==> config.mk <==
export PLATFORM = sky130hd
export DESIGN_NAME = wfrm_cmd_arbiter
export DESIGN_NICKNAME = d
export VERILOG_FILES = /design/src/rtl/wfrm_cmd_arbiter.sv
export SDC_FILE = /design/constraint.sdc
export NUM_CORES = 1
export LEC_CHECK = 0
export ABC_AREA = 1
export BUFFER_PORTS_ARGS = -buffer_cell sky130_fd_sc_hd__buf_2
export CAP_MARGIN = 25
export CORE_UTILIZATION = 45
export CTS_BUF_LIST = sky130_fd_sc_hd__clkbuf_16
export DETAILED_ROUTE_END_ITERATION = 8
export PLACE_DENSITY_LB_ADDON = 0.08
export SLEW_MARGIN = 0
export SYNTH_ARGS = -nofsm -noshare
export SYNTH_HDL_FRONTEND = slang
export SYNTH_SLANG_ARGS = --single-unit
==> constraint.sdc <==
create_clock -name axi_tclk -period 3.1 [get_ports axi_tclk]
set_input_delay 0.62 -clock axi_tclk [delete_from_list [all_inputs] [get_ports axi_tclk]]
set_output_delay 0.62 -clock axi_tclk [all_outputs]
set_load 0.03 [all_outputs]
==> src/rtl/wfrm_cmd_arbiter.sv <==
// Packet-granular round-robin arbiter feeding the waveform-formatter AXI-Stream input,
// with a mid-packet stall watchdog that closes a stuck packet with a zero-data tlast beat.
module wfrm_cmd_arbiter #(
   parameter int NUM_SRC  = 2,
   parameter int TIMEOUT  = 1024,
   parameter int TO_WIDTH = 16
) (
   input  logic                  axi_tclk,
   input  logic                  axi_treset,
   input  logic                  arb_enable,
   input  logic [32*NUM_SRC-1:0] s_axis_tdata,
   input  logic [NUM_SRC-1:0]    s_axis_tvalid,
   input  logic [NUM_SRC-1:0]    s_axis_tlast,
   output logic [NUM_SRC-1:0]    s_axis_tready,
   output logic [31:0]           m_axis_tdata,
   output logic                  m_axis_tvalid,
   output logic                  m_axis_tlast,
   input  logic                  m_axis_tready,
   output logic [NUM_SRC-1:0]    grant,
   output logic                  busy,
   output logic                  timeout_err,
   output logic [15:0]           pkt_count
);

   localparam int               IW       = (NUM_SRC > 1) ? $clog2(NUM_SRC) : 1;
   localparam logic [IW:0]      NSRC     = (IW+1)'(NUM_SRC);
   localparam logic [IW-1:0]    LAST_IDX = IW'(NUM_SRC - 1);
   localparam logic [TO_WIDTH-1:0] TO_LAST = TO_WIDTH'((TIMEOUT > 0) ? TIMEOUT - 1 : 0);
   localparam bit               WD_ON    = (TIMEOUT != 0);

   typedef enum logic [1:0] {
      S_IDLE,
      S_XFER,
      S_ABORT
   } state_t;

   state_t              state;
   logic [IW-1:0]       gidx;
   logic [IW-1:0]       rr_ptr;
   logic [IW-1:0]       nxt_ptr;
   logic [IW-1:0]       pick;
   logic [NUM_SRC-1:0]  pick_oh;
   logic                found;
   logic [IW:0]         cand;
   logic [TO_WIDTH-1:0] wd_cnt;
   logic                g_valid;
   logic                g_last;
   logic [31:0]         g_data;

   // Granted-source mux with constant indices so non-power-of-two NUM_SRC stays in range.
   always_comb begin
      g_valid = 1'b0;
      g_last  = 1'b0;
      g_data  = '0;
      for (int unsigned i = 0; i < NUM_SRC; i++) begin
         if (gidx == IW'(i)) begin
            g_valid = s_axis_tvalid[i];
            g_last  = s_axis_tlast[i];
            g_data  = s_axis_tdata[32*i +: 32];
         end
      end
   end

   // First requester at or after rr_ptr, wrapping modulo NUM_SRC.
   always_comb begin
      found   = 1'b0;
      pick    = '0;
      pick_oh = '0;
      cand    = '0;
      for (int unsigned k = 0; k < NUM_SRC; k++) begin
         cand = {1'b0, rr_ptr} + (IW+1)'(k);
         if (cand >= NSRC)
            cand = cand - NSRC;
         if (!found && s_axis_tvalid[cand[IW-1:0]]) begin
            found = 1'b1;
            pick  = cand[IW-1:0];
         end
      end
      pick_oh[pick] = 1'b1;
   end

   assign nxt_ptr = (gidx == LAST_IDX) ? '0 : gidx + 1'b1;

   always_comb begin
      m_axis_tdata  = '0;
      m_axis_tvalid = 1'b0;
      m_axis_tlast  = 1'b0;
      s_axis_tready = '0;
      case (state)
         S_XFER: begin
            m_axis_tdata  = g_data;
            m_axis_tvalid = g_valid;
            m_axis_tlast  = g_last;
            s_axis_tready = grant & {NUM_SRC{m_axis_tready}};
         end
         S_ABORT: begin
            m_axis_tvalid = 1'b1;
            m_axis_tlast  = 1'b1;
         end
         default: ;
      endcase
   end

   always_ff @(posedge axi_tclk or posedge axi_treset) begin
      if (axi_treset) begin
         state       <= S_IDLE;
         grant       <= '0;
         gidx        <= '0;
         rr_ptr      <= '0;
         wd_cnt      <= '0;
         pkt_count   <= '0;
         timeout_err <= 1'b0;
         busy        <= 1'b0;
      end else begin
         timeout_err <= 1'b0;
         case (state)
            S_IDLE: begin
               if (arb_enable && found) begin
                  state  <= S_XFER;
                  gidx   <= pick;
                  grant  <= pick_oh;
                  wd_cnt <= '0;
                  busy   <= 1'b1;
               end
            end
            S_XFER: begin
               if (g_valid) begin
                  wd_cnt <= '0;
                  if (m_axis_tready && g_last) begin
                     state     <= S_IDLE;
                     grant     <= '0;
                     busy      <= 1'b0;
                     rr_ptr    <= nxt_ptr;
                     pkt_count <= pkt_count + 1'b1;
                  end
               end else if (WD_ON) begin
                  // Idle cycle TIMEOUT (counter at TIMEOUT-1) triggers the abort.
                  if (wd_cnt >= TO_LAST) begin
                     state       <= S_ABORT;
                     timeout_err <= 1'b1;
                  end else begin
                     wd_cnt <= wd_cnt + 1'b1;
                  end
               end
            end
            S_ABORT: begin
               if (m_axis_tready) begin
                  state     <= S_IDLE;
                  grant     <= '0;
                  busy      <= 1'b0;
                  rr_ptr    <= nxt_ptr;
                  pkt_count <= pkt_count + 1'b1;
               end
            end
            default: begin
               state <= S_IDLE;
               grant <= '0;
               busy  <= 1'b0;
            end
         endcase
      end
   end

endmodule

==> out/qor.yml, run 1 <==
avgSynthCellArea_um2: 6.644
required_ps: 2480
root_buffer: "clkbuf_16"
coreArea_um2: 6026
dpl.hpwl_um: 5549
slew_headroom: 0.6553
critPathArrivalTime_ps: 2010
final-setup-viol-count: 0
tns_ps: 0
drcViolationCount: 0
crit_path_max_incr_delay_ps: 480
rows: 28
p_per_area_nw_per_um2: 848.6
ys_seq_elements: 40
vias: 3041
fin_crit_sh: 0.8490
synthArstFlopShare: 1.000
fillerInstances: 572
drive_gt1_frac: 0.2834
ios: 128
cp-start-kind: "flop"
grt_setup_unrepaired: "false"
regToRegStartpoint: "state[1]"
maxCapViolCount: 0
crit_type: "reg2out"
seq_area_frac_synth: 0.3512
cts_max_path_buffers: 2
hp-class: "in2async"
cts_setup_buffers: 0
worst_pin_slew_ps: 517.0
routed_wl_um: 7435
hold_violations: 0
cts_max_level: 2
grt_pass1_wl_um: 12390
grt_pass1_vias: 2791
die_h_um: 81.59
stdcell_count: 629
fin_skew_ps: 3.917
peakVddDrop_mv: 0.5456
endpoint: "m_axis_tdata[10]"
status: "finished clean"
antenna_found_initial: 0
drt_pre_antenna_iters: 4
wl_met1_um: 3339
layout.nets: 630
synth_warnings: 0
initial_core_util: 0.4730
cts_buffers: 5
timing.critical_path.from: "state[1]"
crit_chain: "inv_1, ha_1, buf_4, o21ai_0, nor2_1, buf_2"
layout_commonest_cell: "nand2_1"
overflow: 0
detail-route-antenna-nets: 0
area_growth_syn_to_layout_pct: 29.85
via_per_inst: 4.835
drtIter0Drc: 164
synth_cell_type_count: 32
cts-resized-gates: 0
die_x_um: 81.59
layout.cells.most_common_list: "135 x nand2_1, 127 x buf_2, 101 x nor2_1"
route.met3.wl_um: 376
clkSinkCount: 40
cts.clk_slew.worst_paths_ps: 60
finalInstanceArea_um2: 3701
cts_tree: "yes"
place_inst: 621
rr_worst_depth: 8
place_congestion: 0.7854
r2r-end: "pkt_count[10]"
power.leakage_nw: 2.088
port_buffers: 127
cp-end-kind: "output port"
grt_max_degree: 41
max_freq_mhz: 379.9
n_antenna_cell: 0
synthesis.nets: 506
rrSetupSlack_ps: 1200
met2RoutedLength_um: 3614
critPathMaxFanout: 25
layout_min_cycle_time_ps: 2632
routedWlPerCell_um: 11.82
power_mw: 3.141
placed_area_um2: 3530
synth_ff_type: "dfrtp_1"
synth_edf_count: 0
slowest_stage: "ha_1"
drv_slew: 0
top_layer_used: "met4"
grt_util_all_layers: 0.2402
fp.dieArea_um2: 6656
syn_inst: 429
holdBufCountCts: 0
clock_latency_ps: 280
synth_area_um2: 2850
[worst min-delay path by stage]
stage,cells after the start,slack (ps),from,endpoint
floorplan,2,450,rr_ptr,rr_ptr
global placement,2,470,rr_ptr,rr_ptr
detailed placement,2,480,rr_ptr,rr_ptr
CTS,3,470,axi_treset,wd_cnt[13]
global route,2,510,wd_cnt[11],wd_cnt[11]
finish,3,460,axi_treset,wd_cnt[13]
[flip-flops by register name (all words and copies together) (netlist names)]
| signal | count |
|---|---|
| grant | 2 |
| timeout_err | 1 |
| gidx | 1 |
| state | 2 |
| rr_ptr | 1 |
| pkt_count | 16 |
| wd_cnt | 16 |
| busy | 1 |
[Yosys cell counts (2+ instances only)]
| master | number | area (um2) |
|---|---|---|
| ha_1 | 5 | 62.56 |
| dfrtp_1 | 40 | 1001 |
| buf_6 | 3 | 33.78 |
| inv_1 | 30 | 112.6 |
| nor2_8 | 2 | 40.04 |
| nand2_2 | 3 | 18.77 |
| nand2_1 | 135 | 506.7 |
| nand3b_1 | 2 | 15.01 |
| nand3_1 | 16 | 80.08 |
| inv_6 | 2 | 17.52 |
| clkbuf_1 | 9 | 33.78 |
| xor2_1 | 5 | 43.79 |
| o21ai_0 | 38 | 190.2 |
| nand4_1 | 9 | 56.30 |
| a21oi_2 | 2 | 17.52 |
| xnor2_1 | 10 | 87.58 |
| nor2_1 | 101 | 379.1 |
| nand2_4 | 3 | 33.78 |
[area by class of cell]
type | count | area [um2] | area share
sequential | 40 | 1001 | 0.2705
multi-input combinational | 343 | 1643 | 0.4439
tap | 75 | 93.84 | 0.02535
inverter | 33 | 133.9 | 0.03617
timing repair buffer | 130 | 658.1 | 0.1778
clock inverter | 3 | 46.29 | 0.01251
clock buffer | 5 | 125.1 | 0.03381
[metrics by stage]
step | setup WS [ps] | hold slack (ps) | utilization
floorplan | 971.4 | 449.0 | -
global placement | 853.8 | 467.0 | 0.5858
detailed placement | 782.3 | 482.1 | 0.5858
CTS | 459.9 | 472.0 | 0.6142
global route | 250.7 | 511.9 | 0.6142
finish | 468.0 | 457.1 | 0.6142
[logic make-up after synthesis]
family | after synthesis | share of synthesized area
xor+xnor | 15 | 0.04609
fa+ha+maj | 5 | 0.02195
simple gates | 277 | 0.4201
flops | 40 | 0.3512
buf+inv | 46 | 0.07243
compound gates | 46 | 0.08823
[metal layers]
layer	global-route usage	vias to the layer above
met2	0.4050	83
met5	0	-
met4	0.07018	0
li1	-	1590
met1	0.3072	1356
met3	0.05333	12
[power breakdown]
part,leakage [nW],switching [mW],internal [mW],total [mW]
clock,0.0804,0.216,0.382,0.599
sequential,0.544,0.0955,0.602,0.697
combinational,1.46,1.34,0.508,1.84
[worst max-delay path: cells and delay by family (launching register included)]
kind | cells | cell delay, ps
flops | 1 | 400
fa+ha+maj | 1 | 480
buf+inv | 3 | 640
simple gates | 1 | 110
compound gates | 1 | 120
No activity file was read; power rests on OpenSTA's default activity.
==> run 2: changes to the inputs <==
==> constraint.sdc (replaced) <==
create_clock -name axi_tclk -period 2.45 [get_ports axi_tclk]
set_input_delay 0.49 -clock axi_tclk [delete_from_list [all_inputs] [get_ports axi_tclk]]
set_output_delay 0.49 -clock axi_tclk [all_outputs]
set_load 0.03 [all_outputs]
==> out/qor.yml, run 2 (synthesized netlist as in run 1, its figures left out) <==
clock_latency_ps: 280
maxCapViolCount: 0
worst_slack_ps: 194.4
cts_max_level: 2
rrSetupSlack_ps: 600
status: "finished clean"
coreArea_um2: 6026
critPathMaxFanout: 35
fp.dieArea_um2: 6656
required_ps: 1960
die_x_um: 81.59
tns_ps: 0
grt_pass1_vias: 2735
final-setup-viol-count: 0
p_per_area_nw_per_um2: 1065
via_per_inst: 4.800
cp-end-kind: "output port"
antenna_found_initial: 0
worst_pin_slew_ps: 490.1
rr_worst_depth: 8
crit_chain: "inv_1, ha_1, buf_4, o21ai_0, nor2_1, buf_2"
cts_tree: "yes"
hold_ws_ps: 315.7
routedWlPerCell_um: 11.38
largest_registers: "pkt_count (16), wd_cnt (16)"
cts_max_path_buffers: 2
fillerInstances: 602
drive_gt1_frac: 0.2847
layout.nets: 631
regToRegStartpoint: "state[1]"
cts_buffers: 5
layout_min_cycle_time_ps: 2256
rows: 28
dpl.hpwl_um: 5512
place_inst: 622
ios: 128
dp_slack_ps: 501.1
root_buffer: "clkbuf_16"
fin_skew_ps: 7.581
port_buffers: 127
die_h_um: 81.59
r2r-end: "wd_cnt[4]"
clkSinkCount: 40
layout_commonest_cell: "nand2_1"
fin_crit_sh: 0.9207
vias: 3024
slowest_stage: "dfrtp_1"
drcViolationCount: 0
stdcell_count: 630
grt_util_all_layers: 0.2289
initial_core_util: 0.4730
detail-route-antenna-nets: 0
drt_pre_antenna_iters: 5
overflow: 0
layout.cells.most_common_list: "135 x nand2_1, 127 x buf_2, 101 x nor2_1"
routed_wl_um: 7171
grt_setup_unrepaired: "false"
grt_pass1_wl_um: 11940
critPathArrivalTime_ps: 1770
drv_slew: 0
cts_setup_buffers: 0
slew_headroom: 0.6733
holdBufCountCts: 0
place_congestion: 0.8097
hp-class: "in2async"
cts.clk_slew.worst_paths_ps: 60
peakVddDrop_mv: 0.8088
hold_violations: 0
grt_max_degree: 41
crit_path_max_incr_delay_ps: 400
n_antenna_cell: 0
area_growth_syn_to_layout_pct: 30.16
max_freq_mhz: 443.3
drtIter0Drc: 102
crit_type: "reg2out"
power.leakage_nw: 2.096
cp-start-kind: "flop"
cts-resized-gates: 0
-- run 2: layout make-up --
class / instances / area [um2] / share of cell area
clock inverter: 3 / 47.55 / 0.01282
timing repair buffer: 131 / 665.6 / 0.1794
sequential: 40 / 1001 / 0.2698
multi-input combinational: 343 / 1643 / 0.4428
inverter: 33 / 133.9 / 0.03609
clock buffer: 5 / 125.1 / 0.03373
tap: 75 / 93.84 / 0.02530
-- run 2: through the flow --
step	cell area [um2]	utilization	total power [mW]
3_3_place_gp	3537	0.5870	3.197
4_1_cts	3710	0.6157	3.987
3_5_place_dp	3537	0.5870	3.224
6_report	3710	0.6157	3.949
2_1_floorplan	2850	-	2.663
5_1_grt	3710	0.6157	4.247
-- run 2: how the worst max path moves through the flow --
stage	slack, ps	startpoint	to
finish	190	state[1]	m_axis_tdata[2]
global route	30	state[1]	m_axis_tdata[8]
CTS	190	state[1]	m_axis_tdata[4]
detailed placement	500	state[1]	m_axis_tdata[4]
global placement	560	state[0]	m_axis_tlast
floorplan	450	state[1]	m_axis_tdata[10]
-- run 2: report_power, final --
part	total (mW)	switching, mW	internal [mW]
clock network	0.759	0.275	0.484
registers	0.879	0.118	0.761
logic	2.31	1.66	0.650
total	3.95	2.05	1.89
-- run 2: worst max-delay path: cells and delay by family, from the launching register on --
kind,cells,cell delay (ps)
compound gates,1,160
buf+inv,3,590
flops,1,400
fa+ha+maj,1,220
simple gates,1,100
-- run 2: per-layer routing --
layer  share of wire  global-route usage  up-vias
met4          0.0088             0.07193        0
li1                -                   -     1592
met3           0.039             0.04333        8
met2            0.50              0.4033       72
met5               0                   0        -
met1            0.45              0.2802     1352
